<file path="src/rtl/multi_composer_pkg.sv">
// Shared constants for the multi-layer line composer: register map,
// reset values, scaling unit and sprite depth field layout.
package multi_composer_pkg;

    localparam logic [2:0] ADDR_CTRL   = 3'd0;
    localparam logic [2:0] ADDR_BORDER = 3'd1;
    localparam logic [2:0] ADDR_HSCALE = 3'd2;
    localparam logic [2:0] ADDR_HSTART = 3'd3;
    localparam logic [2:0] ADDR_HSTOP  = 3'd4;

    localparam logic [7:0] HSCALE_ONE  = 8'd128;
    localparam logic [1:0] RST_MODE    = 2'd0;
    localparam logic [7:0] RST_BORDER  = 8'h00;
    localparam logic [7:0] RST_HSCALE  = HSCALE_ONE;
    localparam logic [7:0] RST_HSTART  = 8'd0;
    localparam logic [7:0] RST_HSTOP   = 8'd160;

    localparam logic [2:0] SPR_Z_MIN   = 3'd1;
    localparam int         SPR_Z_LSB   = 8;
    localparam int         SPR_Z_MSB   = 10;

    function automatic logic [2:0] spr_z(input logic [10:0] spr);
        return spr[SPR_Z_MSB:SPR_Z_LSB];
    endfunction

endpackage

</file>
<file path="src/rtl/multi_composer_layer_prio_mux.sv">
// Combinational priority mux: sprite interleaved between tile layers by z.
module layer_prio_mux
    import multi_composer_pkg::*;
#(
    parameter int NUM_LAYERS = 2
) (
    input  logic [NUM_LAYERS-1:0]   layer_enabled,
    input  logic [NUM_LAYERS*8-1:0] layer_data,
    input  logic                    sprites_enabled,
    input  logic [10:0]             sprite_data,
    output logic [7:0]              pix
);

    logic [2:0] z_s;
    logic [7:0] spr_col_s;
    logic       spr_vis_s;

    assign z_s       = spr_z(sprite_data);
    assign spr_col_s = sprite_data[7:0];
    assign spr_vis_s = sprites_enabled && (spr_col_s != 8'h00);

    // Paint from lowest to highest priority; a later term overrides.
    always_comb begin
        pix = 8'h00;
        pix = (spr_vis_s && (z_s == SPR_Z_MIN)) ? spr_col_s : pix;
        for (int k = 0; k < NUM_LAYERS; k++) begin
            pix = (layer_enabled[k] && (layer_data[8*k +: 8] != 8'h00)) ? layer_data[8*k +: 8] : pix;
            pix = (spr_vis_s && (z_s == 3'(k + 2))) ? spr_col_s : pix;
        end
    end

endmodule

</file>
<file path="src/rtl/multi_composer.sv">
// Line composer: register block, horizontal scaler/window, sprite buffer
// clearing and registered palette index output.
module multi_composer
    import multi_composer_pkg::*;
#(
    parameter int NUM_LAYERS = 2,
    parameter int LB_AW      = 10
) (
    input  logic                    clk,
    input  logic                    rst,
    input  logic [2:0]              regs_addr,
    input  logic [7:0]              regs_wrdata,
    input  logic                    regs_write,
    output logic [7:0]              regs_rddata,
    input  logic [8:0]              line_idx,
    input  logic                    display_start_of_line,
    input  logic                    display_next_pixel,
    output logic [8:0]              line_idx_out,
    output logic                    line_render_start,
    input  logic [NUM_LAYERS-1:0]   layer_enabled,
    input  logic [NUM_LAYERS*8-1:0] layer_lb_rddata,
    input  logic                    sprites_enabled,
    input  logic [15:0]             sprites_lb_rddata,
    output logic [LB_AW-1:0]        lb_rdidx,
    output logic [LB_AW-1:0]        sprites_lb_wridx,
    output logic [15:0]             sprites_lb_wrdata,
    output logic                    sprites_lb_wren,
    output logic [7:0]              display_data,
    output logic [1:0]              display_mode
);

    localparam int ACC_W = LB_AW + 7;

    logic [1:0]       mode_r;
    logic [7:0]       border_r, hscale_r, hstart_r, hstop_r;
    logic [9:0]       pix_x_r;
    logic [ACC_W-1:0] acc_r, acc_next_s;
    logic [ACC_W:0]   sum_s;
    logic             started_r, strobe_s, in_win_s;
    logic [7:0]       comp_s;
    logic [4:0]       unused_spr_s;

    assign unused_spr_s      = sprites_lb_rddata[15:11];
    assign line_idx_out      = line_idx;
    assign display_mode      = mode_r;
    assign sprites_lb_wrdata = 16'h0000;
    assign lb_rdidx          = acc_r[ACC_W-1:7];

    // Strobes before the first start of line after reset are ignored.
    assign strobe_s   = started_r && display_next_pixel && !display_start_of_line;
    assign in_win_s   = (pix_x_r >= {hstart_r, 2'b00}) && (pix_x_r < {hstop_r, 2'b00});
    assign sum_s      = {1'b0, acc_r} + (ACC_W + 1)'(hscale_r);
    assign acc_next_s = sum_s[ACC_W] ? {ACC_W{1'b1}} : sum_s[ACC_W-1:0];

    layer_prio_mux #(.NUM_LAYERS(NUM_LAYERS)) u_prio (
        .layer_enabled   (layer_enabled),
        .layer_data      (layer_lb_rddata),
        .sprites_enabled (sprites_enabled),
        .sprite_data     (sprites_lb_rddata[10:0]),
        .pix             (comp_s)
    );

    // Combinational register readback.
    always_comb begin
        regs_rddata = 8'h00;
        case (regs_addr)
            ADDR_CTRL:   regs_rddata = {6'd0, mode_r};
            ADDR_BORDER: regs_rddata = border_r;
            ADDR_HSCALE: regs_rddata = hscale_r;
            ADDR_HSTART: regs_rddata = hstart_r;
            ADDR_HSTOP:  regs_rddata = hstop_r;
            default:     regs_rddata = 8'h00;
        endcase
    end

    // Register file writes.
    always_ff @(posedge clk or posedge rst) begin
        if (rst) begin
            mode_r   <= RST_MODE;
            border_r <= RST_BORDER;
            hscale_r <= RST_HSCALE;
            hstart_r <= RST_HSTART;
            hstop_r  <= RST_HSTOP;
        end else if (regs_write) begin
            case (regs_addr)
                ADDR_CTRL:   mode_r   <= regs_wrdata[1:0];
                ADDR_BORDER: border_r <= regs_wrdata;
                ADDR_HSCALE: hscale_r <= regs_wrdata;
                ADDR_HSTART: hstart_r <= regs_wrdata;
                ADDR_HSTOP:  hstop_r  <= regs_wrdata;
                default:     mode_r   <= mode_r;
            endcase
        end
    end

    // Pixel position, scaler accumulator, output pixel and sprite clear strobe.
    always_ff @(posedge clk or posedge rst) begin
        if (rst) begin
            started_r         <= 1'b0;
            line_render_start <= 1'b0;
            pix_x_r           <= 10'd0;
            acc_r             <= '0;
            display_data      <= 8'h00;
            sprites_lb_wren   <= 1'b0;
            sprites_lb_wridx  <= '0;
        end else begin
            line_render_start <= display_start_of_line;
            sprites_lb_wren   <= 1'b0;
            if (display_start_of_line) begin
                started_r <= 1'b1;
                pix_x_r   <= 10'd0;
                acc_r     <= '0;
            end else if (strobe_s) begin
                pix_x_r <= (pix_x_r == 10'h3FF) ? pix_x_r : pix_x_r + 10'd1;
                if (mode_r == 2'd0) begin
                    display_data <= 8'h00;
                end else if (!in_win_s) begin
                    display_data <= border_r;
                end else begin
                    display_data <= comp_s;
                end
                if (in_win_s) begin
                    acc_r <= acc_next_s;
                    if (acc_next_s[ACC_W-1:7] != lb_rdidx) begin
                        sprites_lb_wren  <= 1'b1;
                        sprites_lb_wridx <= lb_rdidx;
                    end
                end
            end
        end
    end

endmodule
</file>
<file path="config.mk">
export PLATFORM = sky130hd
export DESIGN_NAME = multi_composer
export DESIGN_NICKNAME = d
export VERILOG_FILES = /design/src/rtl/multi_composer_pkg.sv /design/src/rtl/multi_composer_layer_prio_mux.sv /design/src/rtl/multi_composer.sv
export SDC_FILE = /design/constraint.sdc
export NUM_CORES = 1
export LEC_CHECK = 0
export ABC_AREA = 1
export ABC_CLOCK_PERIOD_IN_PS = 8300
export CAP_MARGIN = 10
export CORE_UTILIZATION = 55
export CTS_BUF_LIST = sky130_fd_sc_hd__clkbuf_16
export CTS_CLUSTER_DIAMETER = 200
export CTS_CLUSTER_SIZE = 30
export DETAILED_ROUTE_END_ITERATION = 7
export PLACE_DENSITY = 0.89
export RECOVER_POWER = 25
export SETUP_SLACK_MARGIN = 0.5
export SYNTH_ARGS = -nofsm -noshare
export SYNTH_HDL_FRONTEND = slang
export SYNTH_SLANG_ARGS = --single-unit
</file>
<file path="constraint.sdc">
create_clock -name clk -period 8.3 [get_ports clk]
set_input_delay 1.66 -clock clk [delete_from_list [all_inputs] [get_ports clk]]
set_output_delay 1.66 -clock clk [all_outputs]
set_load 0.03 [all_outputs]
</file>
==> results.cfg <==
[floorplan]
rows = 35
coreArea_um2 = 9420
pin_count = 125
initial_core_util_pct = 57.6
dieArea_um2 = 10300
die_y_um = 101
die_w_um = 101

[critical_path]
cp_slowest_stage_delay_ps = 2960
criticalPathCategory = input pin to asynchronous set/reset pin
cp_top_family = buffers and inverters
r2r_slack_ps = 5510
end_kind = asynchronous set/reset pin
crit_chain = dlygate4sd3_1 -> clkinvlp_2 -> clkbuf_1
slowest_stage = clkbuf_1
crit_path_max_fanout = 82
critPathLaunchType = input pin
crit_buf_inv = 3
arrival_ps = 5270
crit_required_ps = 7750

[cts]
cts_tree = yes
root_buffer = clkbuf_16
clk_latency_ps = 340
numCtsBuffers = 9
cts_resized = 0
cts_setup_buffers = 0
path_clk_slew_ps = 60
cts_sinks = 82
cts_buffer_depth = 2
cts-htree-levels = 3
cts_hold_buf = 0

[sta]
fin_tns_setup_ps = 0
worst_slew_pin_slew_ps = 4230
fin_crit_sh_pct = 70.1
timing.fmax_mhz = 172
fin_crit_ps = 5820
relSlewSlack_pct = -182
final_hold_viol_count = 0
drv_slew = 83
setup_viol = 0
clock_skew_ps = 6.72
rsz0062_at_grt = no
whs_ps = 480

[routing]
drc_errors = 0
drt_pass1_iterations = 5
wire_per_inst_um = 14.3
viasPerCell = 5.48
num_vias = 5093
routed_wl_mm = 13.3
ant_nets = 0
drtIter0Drc = 378

[pwr]
p_switching_uw = 386
ir_drop_mv = 0.126
seq_power_share_pct = 40.0
p_int_uw = 821
powerDensity_nw_per_um2 = 186
power_frac_comb_pct = 24.6
p_clk_share_pct = 35.4
power.leakage_uw = 0.00329
swShare_pct = 32.0

[global_route]
grt_pass1_wl_mm = 22.0
overflow = 0
grt_pass1_vias = 4805
grt_max_degree = 83
antenna_found_initial = 0
grt_use_total_pct = 27.5

[cells_and_area]
fill_cells = 716
final_core_util_pct = 68.8
final_nets = 882
syn_to_final_growth_pct = 19.3
layout-drive-gt1-share_pct = 7.63
diodes = 0
multi_input_area_um2 = 2770
area.sequential_um2 = 2060

[synth]
synth_ff_type = dfrtp_1
synth_area_per_cell_um2 = 7.43
syn_inst = 731
ys_ff_latch = 82
yosys_warnings = 0
synth_edf_count = 0
async_reset_ff_share_pct = 100
synthDistinctLibCells = 46
syn_area_um2 = 5430
yosysSeqAreaShare_pct = 37.9

[run]
timing.max_cap.violations = 1

[status]
violations = max-capacitance violations, max-slew violations
status = finished, violations left

[min_path]
hold_class = flip-flop to flip-flop

[place]
dp_hpwl_mm = 9.63
io_buffers = 85
place.gp.congestion = 0.934
## per-stage QoR
| step | cell area, um2 | instances | worst slack (ps) | power, uW |
|---|---|---|---|---|
| floorplan | 5480 | 746 | 4070 | 688 |
| global placement | 6160 | 913 | 2880 | 767 |
| detailed placement | 6160 | 913 | 2780 | 780 |
| CTS | 6470 | 928 | 2770 | 1210 |
| global route | 6470 | 929 | 1520 | 1260 |
| finish | 6470 | 929 | 2480 | 1210 |
## cell families (layout without fill, tap and decap cells)
logic type      count (synthesis)  in the layout  synth area share [%]
simple gates                  364            364                  29.9
fa+ha+maj                      26             26                  6.13
other cells                     1             16                0.0691
flops                          82             82                  37.9
compound gates                119            119                  12.7
xor+xnor                        7              7                  1.13
buf+inv                       132            186                  12.2
## layout by cell type, fill, tap and decap left out, types with 2 or more instances in the layout
| cell | instances |
|---|---|
| bufinv_16 | 2 |
| nand2_2 | 18 |
| dfrtp_1 | 79 |
| inv_1 | 79 |
| nand2_1 | 211 |
| a21oi_1 | 26 |
| o21ai_1 | 2 |
| nor2_4 | 4 |
| clkbuf_16 | 9 |
| nand4_1 | 8 |
| a221o_1 | 6 |
| nor3_1 | 7 |
| inv_2 | 4 |
| xnor2_1 | 2 |
| xor2_1 | 5 |
| clkdlybuf4s50_1 | 82 |
| o22ai_1 | 7 |
| dlygate4sd3_1 | 3 |
| o21bai_1 | 7 |
| nor2_1 | 43 |
| o21ai_0 | 61 |
| or2_2 | 6 |
| conb_1 | 16 |
| nand3_1 | 55 |
| nand2_4 | 2 |
| inv_6 | 2 |
| o21a_1 | 3 |
| ha_1 | 25 |
| dfstp_2 | 3 |
| a31oi_1 | 2 |
## path summary, 6_finish.rpt
path                                      start             endpoint  depth (start not counted)
worst max-delay path                        rst          hstart_r[3]                          3
worst min-delay path            display_data[3]      display_data[3]                          2
worst max register to register       hstop_r[7]  sprites_lb_wridx[0]                          9
worst min register to register  display_data[3]      display_data[3]                          2
max in group clk                   regs_addr[1]       regs_rddata[1]                          7
min in group asynchronous                   rst             acc_r[1]                          3
## layer usage
layer  wire [um]  vias to the layer above  global-route usage (%)
met5           0                        -                       0
met4         505                        0                    14.2
met3         786                       44                    4.28
met2        6560                      208                    46.5
met1        5440                     2383                    34.3
li1            -                     2458                       -
## synth_stat cells, types with 2 or more instances
master | n | area [um2]
nand2_1 | 211 | 792
buf_2 | 3 | 15.0
nand2_2 | 18 | 113
buf_4 | 37 | 278
xnor2_1 | 2 | 17.5
nor2_4 | 4 | 45.0
xor2_1 | 5 | 43.8
ha_1 | 25 | 313
inv_1 | 80 | 300
a221o_1 | 6 | 60.1
a21oi_1 | 26 | 130
nand4_1 | 8 | 50.1
o21ai_0 | 61 | 305
nand3_1 | 55 | 275
dfstp_2 | 3 | 78.8
o21ai_1 | 2 | 10.0
dfrtp_1 | 79 | 1980
o21a_1 | 3 | 22.5
inv_2 | 4 | 15.0
nor2_1 | 43 | 161
o21bai_1 | 7 | 52.6
or2_2 | 6 | 37.5
a31oi_1 | 2 | 12.5
o22ai_1 | 7 | 43.8
nor3_1 | 7 | 35.0
clkbuf_1 | 6 | 22.5
nand2_4 | 2 | 22.5
## state kept, by name (all words and copies together) (netlist names)
signal and flops:
pix_x_r 10, started_r 1, line_render_start 1, display_mode 2, sprites_lb_wridx 10, hstart_r 8, border_r 8, hstop_r 8
hscale_r 8, acc_r 17, sprites_lb_wren 1, display_data 8
## tightest hold or removal path, cell delays in order (launching register included)
cell,delay [ps]
dfrtp_1,340
nand2_1,50
nand2_1,60
## layout make-up
type                            instances  share of cell area, %
Multi-Input combinational cell        532                   42.7
Sequential cell                        82                   31.7
Timing Repair Buffer                   87                   13.3
Inverter                               84                   4.89
Clock buffer                            9                   3.48
Tap cell                              129                   2.49
Clock inverter                          6                   1.39
## power by group through the flow
stage / Sequential (uW) / Combinational [uW] / Clock [uW]
4_1_cts: 481 / 296 / 430
6_report: 483 / 297 / 427
2_1_floorplan: 501 / 187 / 0
3_5_place_dp: 488 / 292 / 0
5_1_grt: 488 / 326 / 447
3_3_place_gp: 486 / 281 / 0
Note: power is estimated with default switching activity, not from simulation.
